File: config.mk
export PLATFORM = sky130hd
export DESIGN_NAME = restoring_divider
export DESIGN_NICKNAME = d
export VERILOG_FILES = /design/src/rtl/restoring_divider.sv
export SDC_FILE = /design/constraint.sdc
export NUM_CORES = 1
export LEC_CHECK = 0
export BUFFER_PORTS_ARGS = -buffer_cell sky130_fd_sc_hd__buf_2
export CAP_MARGIN = 20
export CORE_MARGIN = 10
export CORE_UTILIZATION = 40
export DETAILED_ROUTE_END_ITERATION = 8
export GPL_TIMING_DRIVEN = 0
export MAX_ROUTING_LAYER = met4
export PLACE_DENSITY_LB_ADDON = 0.12
export RECOVER_POWER = 100
export SETUP_SLACK_MARGIN = 0.3
export SLEW_MARGIN = 30
export SYNTH_ARGS = -nofsm -noshare
export SYNTH_HDL_FRONTEND = slang
export SYNTH_SLANG_ARGS = --single-unit
File: constraint.sdc
create_clock -name clk -period 11.6 [get_ports clk]
set_input_delay 0.58 -clock clk [delete_from_list [all_inputs] [get_ports clk]]
set_output_delay 0.58 -clock clk [all_outputs]
set_load 0.03 [all_outputs]
File: src/rtl/restoring_divider.sv
// Multi-cycle unsigned restoring divider: one quotient bit per clock behind a
// start/done handshake, with divide-by-zero reported alongside the results.
module restoring_divider #(
  parameter int WIDTH = 32
) (
  input  logic             clk,
  input  logic             rst,
  input  logic             start,
  input  logic [WIDTH-1:0] dividend,
  input  logic [WIDTH-1:0] divisor,
  output logic             busy,
  output logic             done,
  output logic [WIDTH-1:0] quotient,
  output logic [WIDTH-1:0] remainder,
  output logic             div_by_zero
);

  localparam int CNT_W = $clog2(WIDTH);

  typedef enum logic [1:0] {IDLE, RUN, DONE} state_t;

  state_t           state;
  logic [CNT_W-1:0] count;
  // The partial remainder always stays below the divisor, so its top bit is
  // implicitly zero and only the low WIDTH bits are stored.
  logic [WIDTH-1:0] rem_q;
  logic [WIDTH-1:0] quo_q;
  logic [WIDTH-1:0] dvs_q;

  logic [WIDTH:0]   shifted;
  logic [WIDTH:0]   trial;
  logic [WIDTH-1:0] rem_next;
  logic [WIDTH-1:0] quo_next;

  // NOTE: every signal driven here is assigned on every path, so no latch is inferred.
  always_comb begin
    shifted  = {rem_q, quo_q[WIDTH-1]};
    // Subtraction through the shared adder: inverted operand plus carry-in of one.
    trial    = shifted + {1'b1, ~dvs_q} + {{WIDTH{1'b0}}, 1'b1};
    rem_next = trial[WIDTH] ? shifted[WIDTH-1:0] : trial[WIDTH-1:0];
    quo_next = {quo_q[WIDTH-2:0], ~trial[WIDTH]};
  end

  // NOTE: non-blocking assignments keep every register update in this block
  // reading the pre-edge values, independent of statement order.
  // NOTE: the datapath registers (rem_q, quo_q, dvs_q) are deliberately left
  // out of reset; they are always loaded on an accepted start before use.
  always_ff @(posedge clk) begin
    if (rst) begin
      state       <= IDLE;
      count       <= '0;
      busy        <= 1'b0;
      done        <= 1'b0;
      quotient    <= '0;
      remainder   <= '0;
      div_by_zero <= 1'b0;
    end else begin
      done <= 1'b0;
      unique case (state)
        IDLE: begin
          if (start) begin
            dvs_q <= divisor;
            if (divisor != '0) begin
              state <= RUN;
              busy  <= 1'b1;
              count <= '0;
              rem_q <= '0;
              quo_q <= dividend;
            end else begin
              state       <= DONE;
              done        <= 1'b1;
              quotient    <= '1;
              remainder   <= dividend;
              div_by_zero <= 1'b1;
            end
          end
        end
        RUN: begin
          rem_q <= rem_next;
          quo_q <= quo_next;
          count <= count + 1'b1;
          if (count == CNT_W'(WIDTH - 1)) begin
            state       <= DONE;
            busy        <= 1'b0;
            done        <= 1'b1;
            quotient    <= quo_next;
            remainder   <= rem_next;
            div_by_zero <= 1'b0;
          end
        end
        DONE: state <= IDLE;
        default: state <= IDLE;
      endcase
    end
  end

endmodule
=== Word level (Yosys, flattened, before mapping) ===
Cells that the tools add are included.

* Bitwise operators: 3
* Eq/ne operators: 6
* Add/sub/neg operators: 3
* Reductions and logical operators: 9
* Muxes and demuxes: 33

{| class="wikitable"
|+ Operator list
! kind !! count
|-
| 2-to-1 mux 32 bit || 11
|-
| one-hot mux 32 bit (2 select lines) || 4
|-
| adder 33 x 1 -> 33 bit (second input constant) || 1
|-
| adder 33 bit || 1
|-
| NOT 32 bit || 1
|-
| nonzero test 32 bit || 1
|-
| AND reduction 4 bit || 3
|-
| 2-to-1 mux 5 bit || 2
|-
| one-hot mux 5 bit (2 select lines) || 1
|-
| 2-to-1 mux 1 bit || 8
|-
| inequality test 2 bit (second input constant) || 4
|-
| 2-to-1 mux 2 bit || 3
|-
| one-hot mux 1 bit (2 select lines) || 3
|-
| AND reduction 3 bit || 2
|-
| adder 5 x 1 -> 5 bit (second input constant) || 1
|-
| equality test 5 bit (second input constant) || 1
|-
| one-hot mux 2 bit (2 select lines) || 1
|-
| equality test 2 x 1 -> 1 bit (second input constant) || 1
|-
| logical NOT 2 bit || 1
|-
| NOT 1 bit || 2
|-
| AND reduction 2 bit || 1
|-
| nonzero test 2 bit || 1
|}

* Output and inout port bits: 67
* Flip-flop bits (word level): 170
* Bits of input ports: 67
* Word-level logic and storage cells: 64

=== Longest topological paths before layout ===
* Depth in word-level cells: 6
* Gate-level depth with buffers: 14
* Gate-level depth less buffers: 12

=== Worst setup path after synthesis ===
Ideal clock, no wire load.

* Path type: input to register
* Start: input port rst
* End: register quo_q[0] (enable)
* Stages on the path: 4
* Path buffers: 3
* Setup slack: 7,295 ps
* Library setup time: 486 ps
* Arrival time: 3,819 ps
* Data required time: 11,114 ps
* Cell sequence: clkbuf_1 > clkbuf_1 > buf_1 > nor2_1

* Word-level cells in the longest chain between the ends: 2

{| class="wikitable"
|+ Ends and longest elaborated chain
! element !! RTL line !! source
|-
| start, declared || 7 || <nowiki>input logic rst,</nowiki>
|-
| NOT 1 bit (no source line) || -- ||
|-
| AND reduction 4 bit (no source line) || -- ||
|-
| end signal, assigned || 68 || <nowiki>quo_q <= dividend;</nowiki>
|-
| end signal, assigned || 80 || <nowiki>quo_q <= quo_next;</nowiki>
|-
| end, declared || 27 || <nowiki>logic [WIDTH-1:0] quo_q;</nowiki>
|}

Every way passes these cells.
A chain may end at the register's enable or synchronous reset.

=== Final worst setup path ===
* Start: register dvs_q[0]
* End: register remainder[22]

* Word-level cells in the longest chain between the ends: 6

{| class="wikitable"
|+ Ends and longest elaborated chain
! element !! RTL line !! source
|-
| start, declared || 28 || <nowiki>logic [WIDTH-1:0] dvs_q;</nowiki>
|-
| start signal, assigned || 62 || <nowiki>dvs_q <= divisor;</nowiki>
|-
| NOT 32 bit || 39 || <nowiki>trial = shifted + {1'b1, ~dvs_q} + {{WIDTH{1'b0}}, 1'b1};</nowiki>
|-
| adder 33 bit || 39 ||
|-
| adder 33 x 1 -> 33 bit || 39 ||
|-
| 2-to-1 mux 32 bit || 40 || <nowiki>rem_next = trial[WIDTH] ? shifted[WIDTH-1:0] : trial[WIDTH-1:0];</nowiki>
|-
| 2-to-1 mux 32 bit || 82 || <nowiki>if (count == CNT_W'(WIDTH - 1)) begin</nowiki>
|-
| one-hot mux 32 bit (2 select lines) || 59 || <nowiki>unique case (state)</nowiki>
|-
| end signal, assigned || 73 || <nowiki>remainder <= dividend;</nowiki>
|-
| end signal, assigned || 87 || <nowiki>remainder <= rem_next;</nowiki>
|-
| end, declared || 14 || <nowiki>output logic [WIDTH-1:0] remainder,</nowiki>
|}

Every way passes these cells. The select of a mux whose other input is x is not followed.

==> flow_summary.yaml <==
floorplan:
  core-area_um2: 21700
  io_pins: 134
  die_h_um: 168
  rows: 54
  start_util_pct: 40.3
  die_x_um: 168
  die_area_um2: 28200
logic_synthesis:
  syn_nets: 1034
  ys_top_cells_by_area: "edfxtp_1, dfxtp_1, nand2_1"
  synth_ff_type: "edfxtp_1"
  synth_top_area_share_pct: 33.0
  synth_area_per_cell_um2: 9.38
  synth_top_family_by_area: "simple AND/OR/NAND/NOR gates"
  synthArstFlopShare_pct: 0
  synth_compound_area_share_pct: 18.0
  seq_area_frac_synth_pct: 49.9
  synth_cell_types: 66
  synth_xor_area_share_pct: 2.71
  muxShareOfSynthArea_pct: 0.243
  synth-seq-cells: 170
  netlist_area_um2: 8740
  synth-edff-count: 96
  yosys.area_share.simple_pct: 19.6
  syn_inst: 932
  yosysTopAreaCell: "edfxtp_1"
  synth-adder-area-share_pct: 5.10
  ys_warn_count: 0
timing:
  finalSetupTns_ns: 0
  fin_crit_ns: 4.48
  hold_viol: 0
  slew_viol_final: 0
  finalCritPeriodShare_pct: 38.6
  fmax_mhz: 223
  skew_ns: 0.0135
  tightest_slew_ns: 1.30
  slew_headroom_pct: 13.6
  rsz0062_at_grt: "false"
  finalSetupViolCount: 0
placement:
  io_buffers: 132
  place_area_um2: 9880
  gp_congestion: 0.901
  dp.cells: 1351
  dp_hpwl_um: 21300
drt:
  wirelength_um: 27300
  routedWlPerCell_um: 19.8
  drtIter0Drc: 473
  vias: 7608
  via_per_inst: 5.50
  drtAntennaViolNets: 0
  drc: 0
  dr.pass1.iters: 5
clock_network:
  clock_latency_ns: 0.44
  ctsHoldBuffers: 0
  cts_tree: "done"
  numClockSinks: 170
  clockBufferDepth: 2
  cts.repair.resized: 0
  cts_buffers: 17
  path_clk_slew_ns: 0.07
  htreeDepth: 4
  clockRootBuffer: "clkbuf_16"
  cts_setup_buffers: 0
min_path:
  hp-start: "divisor[11]"
  min_to: "dvs_q[11]"
  hold_depth: 1
  hold_class: "in2reg"
global_route:
  grt_pass1_vias: 7695
  antenna_found_initial: 0
  grt_pass1_wl_um: 42600
  grt_usage_pct: 19.4
  grt_max_degree: 23
  grt_overflow: 0
critical_path:
  crit_chain: "ha_1, fa_1, nand2b_1, a21oi_1, o32ai_1, o21ai_0, a21o_1, and3_1, clkbuf_1, nor2_1, clkbuf_1, a211oi_1, o221a_2"
  worstRegToRegCells: 13
  cp_data_arrival_time_ns: 4.86
  rrSetupSlack_ns: 7.12
  crit_type: "reg2reg"
  worstSetupStartpointType: "flop"
  slowest_delay_ns: 0.71
  slowest_stage: "o21ai_0"
  cp_max_fo: 10
  r2r-end: "remainder[22]"
  required_ns: 11.98
  r2r-start: "dvs_q[0]"
  critPathMostFrequentCell: "clkbuf_1"
  end_kind: "flop"
finish:
  final_area_um2: 10200
  fin_cells: 1383
  num_antenna_cells: 0
  layout-drive-gt1-share_pct: 9.79
  final_util_pct: 46.9
  area_growth_syn_to_layout_pct: 16.4
  nets: 1192
outcome:
  status: "completed"
power:
  p_leak_nw: 3.86
  ir_worst_vdd_v: 0.0000961
  powerDensity_nw_per_um2: 147
job:
  cap_violations: 0
-- layer usage --
metal	up-vias	GRT usage, %	share of wire [%]
met5	-	-	0
met4	0	4.81	1.3
met3	28	3.21	4.9
met2	212	31.8	49
met1	3671	24.6	45
li1	3697	-	-
-- critical path, delay by kind of cell, from the launching register on --
family	cells	cell delay, ns
AOI/OAI and AO/OA	6	2.17
adders and majority gates	2	0.63
buffers and inverters	2	0.63
and+or+nand+nor	3	0.56
DFF	1	0.43
-- Yosys cell counts (4+ instances only) --
cell      number
a22oi_1        4
xor2_1         5
edfxtp_1      96
a21boi_0       8
xnor2_1       22
o21a_1        11
nand2_1      164
a21oi_1       56
ha_1          34
o21ai_0       31
and2_1         5
a31oi_1        7
and3_1         7
o21ai_1        7
buf_1         12
or3_1         10
o221a_1        7
nand2b_1       7
nand4_1        9
inv_1         38
a21o_1        16
nor4_1        10
a211oi_1       8
nand3_1       19
o211ai_1       6
buf_2         11
clkbuf_1      31
a21oi_2        8
nor3_1        75
dfxtp_1       74
nor2_1        67
o221a_2       19
-- stage by stage --
step / hold slack (ns) / worst slack [ns] / power, mW
final: 0.335 / 7.12 / 1.49
after CTS: 0.324 / 8.02 / 1.51
after detailed placement: 0.478 / 7.96 / 0.949
after global placement: 0.478 / 5.30 / 0.944
after global routing: 0.319 / 6.77 / 1.55
after floorplan: 0.472 / 7.30 / 0.864
-- sequential cells by signal (all words and copies together), names as in the netlist --
signal,count
count,5
div_by_zero,1
quotient,32
rem_q,32
quo_q,32
done,1
state,2
remainder,32
busy,1
dvs_q,32
-- logic make-up (layout without fill, tap and decap cells) --
| kind of cell | after synthesis | in the layout |
|---|---|---|
| compound gates | 218 | 218 |
| xor+xnor | 27 | 27 |
| fa+ha+maj | 35 | 35 |
| buf+inv | 96 | 267 |
| flops | 170 | 170 |
| mux | 2 | 2 |
| simple gates | 384 | 384 |
-- layout make-up --
type | count | area (µm²)
Buffer | 58 | 228
Clock buffer | 18 | 429
Inverter | 38 | 143
Fill cell | 2236 | 11500
Tap cell | 280 | 350
Timing Repair Buffer | 139 | 576
Clock inverter | 14 | 146
Sequential cell | 170 | 4360
Multi-Input combinational cell | 666 | 3940
-- worst max path at each step --
stage	from	endpoint	slack [ns]	cells after the start
after global placement	divisor[5]	rem_q[10]	5.30	6
final	dvs_q[0]	remainder[22]	7.12	13
after floorplan	rst	quo_q[0]	7.30	4
after CTS	dvs_q[0]	remainder[17]	8.02	12
after detailed placement	divisor[7]	quotient[22]	7.96	10
after global routing	dvs_q[0]	remainder[16]	6.77	13
-- power by group --
part | internal (mW) | switching, mW
Sequential | 0.667 | 0.0149
Clock | 0.288 | 0.280
Combinational | 0.0826 | 0.159
Total | 1.04 | 0.454
-- cells in the final DEF (no fill, tap or decap), types with 11 or more instances in the layout --
| cell | count |
|---|---|
| a21o_1 | 16 |
| a21oi_1 | 63 |
| buf_2 | 49 |
| clkbuf_1 | 145 |
| clkbuf_16 | 17 |
| dfxtp_1 | 74 |
| edfxtp_1 | 96 |
| ha_1 | 34 |
| inv_1 | 38 |
| nand2_1 | 164 |
| nand3_1 | 19 |
| nor2_1 | 68 |
| nor3_1 | 75 |
| o21a_1 | 11 |
| o21ai_0 | 38 |
| o221a_2 | 19 |
| xnor2_1 | 22 |
No activity file was read; power rests on OpenSTA's default activity.
